File: config.mk
export PLATFORM = sky130hd
export DESIGN_NAME = conv2_aer_fetch
export DESIGN_NICKNAME = d
export VERILOG_FILES = /design/src/rtl/conv2_aer_fetch.sv
export SDC_FILE = /design/constraint.sdc
export NUM_CORES = 1
export LEC_CHECK = 0
export ABC_AREA = 1
export CAP_MARGIN = 25
export CORE_ASPECT_RATIO = 2
export CORE_MARGIN = 2
export CORE_UTILIZATION = 55
export DETAILED_ROUTE_END_ITERATION = 10
export DONT_BUFFER_PORTS = 1
export GPL_TIMING_DRIVEN = 1
export HOLD_SLACK_MARGIN = 0.15
export PLACE_DENSITY = 0.73
export SETUP_SLACK_MARGIN = 0.5
export SLEW_MARGIN = 30
export SYNTH_ARGS = -nofsm -noshare
export SYNTH_HDL_FRONTEND = slang
export SYNTH_SLANG_ARGS = --single-unit
File: constraint.sdc
create_clock -name work_clk -period 1.7 [get_ports work_clk]
set_clock_uncertainty 0.05 [all_clocks]
set_input_delay 0.17 -clock work_clk [delete_from_list [all_inputs] [get_ports work_clk]]
set_output_delay 0.17 -clock work_clk [all_outputs]
set_load 0.02 [all_outputs]
File: src/rtl/conv2_aer_fetch.sv
// conv2_aer_fetch: pulls AER words from the Pool->Conv2 FIFO, decodes them and hands events to Conv2
// Ports:
//   work_clk, rst_n              clock, synchronous active-low reset
//   enable                       permits starting new FIFO reads
//   FIFO_Pool_Conv2_empty        FIFO empty status
//   Pool_AER_data_FIFO_o(_flag)  FIFO read data and its data-valid level
//   Pool_layer_done              pool layer finished the current timestep (pulse)
//   Read_req                     read request to the FIFO, held until the flag is seen
//   evt_valid/evt_ready          decoded event handshake towards the Conv2 engine
//   evt_ch/evt_row/evt_col       decoded event fields, stable while valid and not ready
//   Conv2_step_done              one-cycle pulse once the timestep is fully drained
//   evt_cnt                      events delivered this timestep (saturating)
//   drop_cnt                     out-of-range words dropped, cumulative (saturating)
module conv2_aer_fetch #(
    parameter int AER_W       = 12,
    parameter int CH_W        = 4,
    parameter int ROW_W       = 4,
    parameter int COL_W       = 4,
    parameter int MAP_SIZE    = 12,
    parameter int EMPTY_GUARD = 3,
    parameter int CNT_W       = 16
) (
    input  logic             work_clk,
    input  logic             rst_n,
    input  logic             enable,
    input  logic             FIFO_Pool_Conv2_empty,
    input  logic [AER_W-1:0] Pool_AER_data_FIFO_o,
    input  logic             Pool_AER_data_FIFO_o_flag,
    input  logic             Pool_layer_done,
    output logic             Read_req,
    output logic             evt_valid,
    input  logic             evt_ready,
    output logic [CH_W-1:0]  evt_ch,
    output logic [ROW_W-1:0] evt_row,
    output logic [COL_W-1:0] evt_col,
    output logic             Conv2_step_done,
    output logic [CNT_W-1:0] evt_cnt,
    output logic [CNT_W-1:0] drop_cnt
);
    localparam int GW = $clog2(EMPTY_GUARD + 1);
    localparam logic [GW-1:0] GUARD_MAX = GW'(EMPTY_GUARD);

    typedef enum logic [2:0] {S_IDLE, S_REQ, S_WAIT_CLR, S_OUT, S_DONE} state_t;

    state_t           state;
    logic [AER_W-1:0] data_r;
    logic             done_pending;
    logic [GW-1:0]    guard_cnt;
    logic [CH_W-1:0]  ch_d;
    logic [ROW_W-1:0] row_d;
    logic [COL_W-1:0] col_d;
    logic             in_range;

    always_comb begin
        ch_d     = data_r[COL_W+ROW_W +: CH_W];
        row_d    = data_r[COL_W +: ROW_W];
        col_d    = data_r[0 +: COL_W];
        in_range = (int'(row_d) < MAP_SIZE) && (int'(col_d) < MAP_SIZE);
    end

    always_ff @(posedge work_clk) begin
        if (!rst_n) begin
            state           <= S_IDLE;
            data_r          <= '0;
            done_pending    <= 1'b0;
            guard_cnt       <= '0;
            Read_req        <= 1'b0;
            evt_valid       <= 1'b0;
            evt_ch          <= '0;
            evt_row         <= '0;
            evt_col         <= '0;
            Conv2_step_done <= 1'b0;
            evt_cnt         <= '0;
            drop_cnt        <= '0;
        end else begin
            Conv2_step_done <= 1'b0;
            done_pending    <= done_pending | Pool_layer_done;
            // The FIFO write path is registered, so "empty" must persist a few idle cycles before it is trusted
            guard_cnt <= (state == S_IDLE && FIFO_Pool_Conv2_empty && done_pending)
                       ? ((guard_cnt == GUARD_MAX) ? guard_cnt : guard_cnt + 1'b1) : '0;
            case (state)
                S_IDLE: begin
                    if (enable && !FIFO_Pool_Conv2_empty) begin
                        Read_req <= 1'b1;
                        state    <= S_REQ;
                    end else if (done_pending && guard_cnt == GUARD_MAX) begin
                        Conv2_step_done <= 1'b1;
                        state           <= S_DONE;
                    end
                end
                S_REQ: begin
                    if (Pool_AER_data_FIFO_o_flag) begin
                        data_r   <= Pool_AER_data_FIFO_o;
                        Read_req <= 1'b0;
                        state    <= S_WAIT_CLR;
                    end
                end
                // The flag is a level; waiting for it to drop keeps one word from being captured twice
                S_WAIT_CLR: begin
                    if (!Pool_AER_data_FIFO_o_flag) begin
                        if (in_range) begin
                            evt_valid <= 1'b1;
                            evt_ch    <= ch_d;
                            evt_row   <= row_d;
                            evt_col   <= col_d;
                            state     <= S_OUT;
                        end else begin
                            drop_cnt <= (&drop_cnt) ? drop_cnt : drop_cnt + 1'b1;
                            state    <= S_IDLE;
                        end
                    end
                end
                S_OUT: begin
                    if (evt_ready) begin
                        evt_valid <= 1'b0;
                        evt_cnt   <= (&evt_cnt) ? evt_cnt : evt_cnt + 1'b1;
                        state     <= S_IDLE;
                    end
                end
                // A layer-done pulse landing here belongs to the next timestep
                S_DONE: begin
                    done_pending <= Pool_layer_done;
                    evt_cnt      <= '0;
                    state        <= S_IDLE;
                end
                default: state <= S_IDLE;
            endcase
        end
    end
endmodule

==> results_dict.tcl, run 1 <==
set metrics [dict create \
    die-area_mm2 0.006694 \
    synth_seq_cells 65 \
    grt_pass1_vias 3635 \
    path_class "reg -> reg" \
    synth_flop_cell "dfxtp_1" \
    synth_edf_count 0 \
    cts_buffer_depth 2 \
    n_antenna_cell 0 \
    cts_tree "yes" \
    power_density_mw_per_mm2 937.5 \
    min_period_ns 1.681 \
    rsz0062_at_grt "yes" \
    critPathSlowestCell "dfxtp_4" \
    cts.sinks 65 \
    hold_viol_final 37 \
    critical-path-top-delay-family "simple AND/OR/NAND/NOR gates" \
    via_count 4082 \
    cts_buffers 9 \
    max_freq_mhz 594.7 \
    syn_nets 522 \
    drtPass1Iterations 8 \
    viasPerCell 6.223 \
    num_rows 40 \
    drv_cap 0 \
    whs_path_depth 2 \
    worst_path_largest_cell_delay_ns 0.36 \
    io_pins 66 \
    nNetsFinal 610 \
    rr_startpoint "drop_cnt[0]" \
    yosysUniqueCellTypes 27 \
    netlist_area_mm2 0.003311 \
    drtIter0Drc 439 \
    reg2reg_depth 10 \
    clkLatencyLatePin_ns 0.34 \
    setup_viol 0 \
    drive_gt1_share_pct 42.83 \
    initial_core_util_pct 56.06 \
    grt_use_total_pct 32.48 \
    cp_num_buf_inv 1 \
    status "finished with violations" \
    grt_pass1_wl_um 16770 \
    critPathArrivalTime_ns 1.90 \
    clock-root-buffer "clkbuf_16" \
    die_h_um 113.7 \
    wire_per_inst_um 20.55 \
    grt_max_degree 39 \
    holdWs_ns -0.1022 \
    synth_seq_area_share_pct 39.30 \
    worst_pin_slew_ns 0.9435 \
    min_path_type "in -> reg" \
    p_leak_nw 2.093 \
    synthArstFlopShare_pct 0 \
    startpoint_type "register" \
    yosys_warnings 0 \
    ys_top_cells_by_count "132 x nand2_1, 78 x nor2_1, 65 x dfxtp_1" \
    synth_top_area_cell "dfxtp_1" \
    syn_inst 500 \
    endpoint_kind "register" \
    synth.most_common_cell "nand2_1" \
    ir_drop_mv 1.318 \
    wirelength_um 13480 \
    netlist_top_cells_area "dfxtp_1 39%, nand2_1 15%, nor2_1 8.8%, a21oi_1 6.8%, inv_1 5.9%" \
    crit_chain "ha_4 -> nand2_2 -> nor2_2 -> nand2_2 -> nor2_4 -> nand2_2 -> nand2_4 -> clkbuf_16 -> o21ai_0 -> nor2_1" \
    fin_crit_sh_pct 98.91 \
    drv_slew 0 \
    worstHoldEndpoint "state[1]" \
    ant_nets 0 \
    hpwl_um 5578 \
    place_congestion 0.8718 \
    violations "design-rule violations, negative hold slack" \
    slew_headroom_pct 36.89 \
    cp_max_fo 5 \
    area_growth_pct 57.29 \
    htreeDepth 3 \
    cp_common_cell "nand2_2" \
    drc 6 \
    synth_top_cell_area_share_pct 39.30 \
    setup_ws_ns 0.01858 \
    syn_area_per_cell_um2 6.621 \
    path_clk_slew_ns 0.06 \
    preCtsSetupSlack_ns 0.06413 \
    fp.dieW_um 58.86 \
    holdCritStartpoint "rst_n" \
    cp.required_ns 1.92 \
    antenna_found_initial 0 \
    regToRegSetupSlack_ns 0.02 \
    gr-total-overflow 0 \
    core_area_mm2 0.005906 \
    port_buffers 0 \
    dp_cells 586 \
    rr_endpoint "drop_cnt[1]" \
    fin_cells 656 \
]
==> registers in the layout, summed over array words and instances, names as in the netlist <==
signal	count
drop_cnt	16
evt_cnt	16
data_r	12
evt_ch	4
evt_col	4
evt_row	4
state	3
guard_cnt	2
Conv2_step_done	1
Read_req	1
done_pending	1
evt_valid	1
==> layout by cell type (no fill, tap or decap), types with 2 or more instances in the layout <==
cell type and n:
nand3_1 16, nor2_1 56, nand2_4 13, nand2_2 17, nand4_1 20, buf_6 18, a21oi_2 25, nand2_1 103
dfxtp_1 39, buf_4 54, ha_4 2, xor2_1 6, dfxtp_4 7, dfxtp_2 19, nor3_1 6, a21oi_1 20
xnor2_1 5, inv_6 2, dlygate4sd3_1 9, bufinv_16 2, o21ai_1 4, nand3_4 6, nand3_2 5, clkinv_4 2
inv_1 48, o21ai_4 6, clkbuf_16 10, inv_8 3, o21ai_0 4, nor2_2 13, nor2_4 14, inv_2 2
inv_4 4, nand2_8 6, o21ai_2 15
==> worst max-delay path by stage <==
stage | start | to | slack (ns) | cells past startpoint
floorplan | drop_cnt[0] | drop_cnt[1] | 0.11 | 11
global placement | drop_cnt[0] | drop_cnt[13] | 0.12 | 10
detailed placement | drop_cnt[0] | drop_cnt[9] | 0.06 | 10
CTS | drop_cnt[0] | drop_cnt[6] | 0.24 | 10
global route | drop_cnt[10] | drop_cnt[1] | -0.04 | 7
finish | drop_cnt[0] | drop_cnt[1] | 0.02 | 10
==> cells by family after synthesis <==
family | after synthesis | synth area share [%]
adder cells (fa/ha/maj) | 3 | 1.134
AO/OA/AOI/OAI | 75 | 11.75
XOR/XNOR | 12 | 3.175
flip-flops | 65 | 39.30
buffers and inverters | 74 | 9.751
AND/OR/NAND/NOR | 270 | 34.58
multiplexers | 1 | 0.3024
==> metrics by stage <==
stage	hold slack (ns)	instance area (um^2)	power [W]	TNS [ns]	util, %
floorplan	0.2374	3512	0.002194	0	-
global placement	0.2260	3771	0.002245	0	63.86
detailed placement	0.2285	3771	0.002257	0	63.86
CTS	-0.1171	4738	0.004584	0	80.23
global route	-0.09681	5207	0.004984	-0.09987	88.18
finish	-0.1022	5207	0.004882	0	88.18
==> report_power, final <==
part           switching [W]  leakage [nW]  total [W]  internal, W
clock               0.000717         0.163    0.00205      0.00133
sequential          0.000174         0.541    0.00181      0.00163
combinational       0.000629          1.39    0.00103     0.000401
total                0.00152          2.09    0.00488      0.00336
==> repair_timing <==
action                                 in CTS  in global routing
resized for setup                          89                 96
buffers inserted                           23                  9
endpoints found under the hold margin      59                 45
cloned                                     12                  1
pin swaps                                  29                 39
hold buffers                                8                  1
setup endpoints to repair                  60                 62
==> final cells by class <==
class                   count  area, um^2
fillers                   270       698.2
clock inverters             6       88.84
inverters                  57       244.0
repair buffers             84       758.2
clock buffers              10       239.0
multi-input cells         368        2414
flip-flops and latches     65        1351
well taps                  63       78.83
repair inverters            3       33.78
==> worst reg2reg max path, cell delays in order (launching register included) <==
cell and delay (ns):
dfxtp_4 0.36, ha_4 0.14, nand2_2 0.05, nor2_2 0.11
nand2_2 0.10, nor2_4 0.13, nand2_2 0.09, nand2_4 0.18
clkbuf_16 0.18, o21ai_0 0.10, nor2_1 0.11
==> per-layer routing <==
| metal | share of wire [%] | vias up | track usage, % |
|---|---|---|---|
| met5 | 0 | - | 0 |
| met4 | 5.8 | 0 | 16.97 |
| met3 | 8.3 | 75 | 8.277 |
| met2 | 51 | 286 | 55.11 |
| met1 | 34 | 1928 | 35.99 |
| li1 | - | 1793 | - |
(Power assumes the default switching activity.)
==> run 2: changes to the inputs <==
- CAP_MARGIN: 25 -> default
==> results of run 2 <==
Final layout, timing and power as in run 1 (identical DEF).
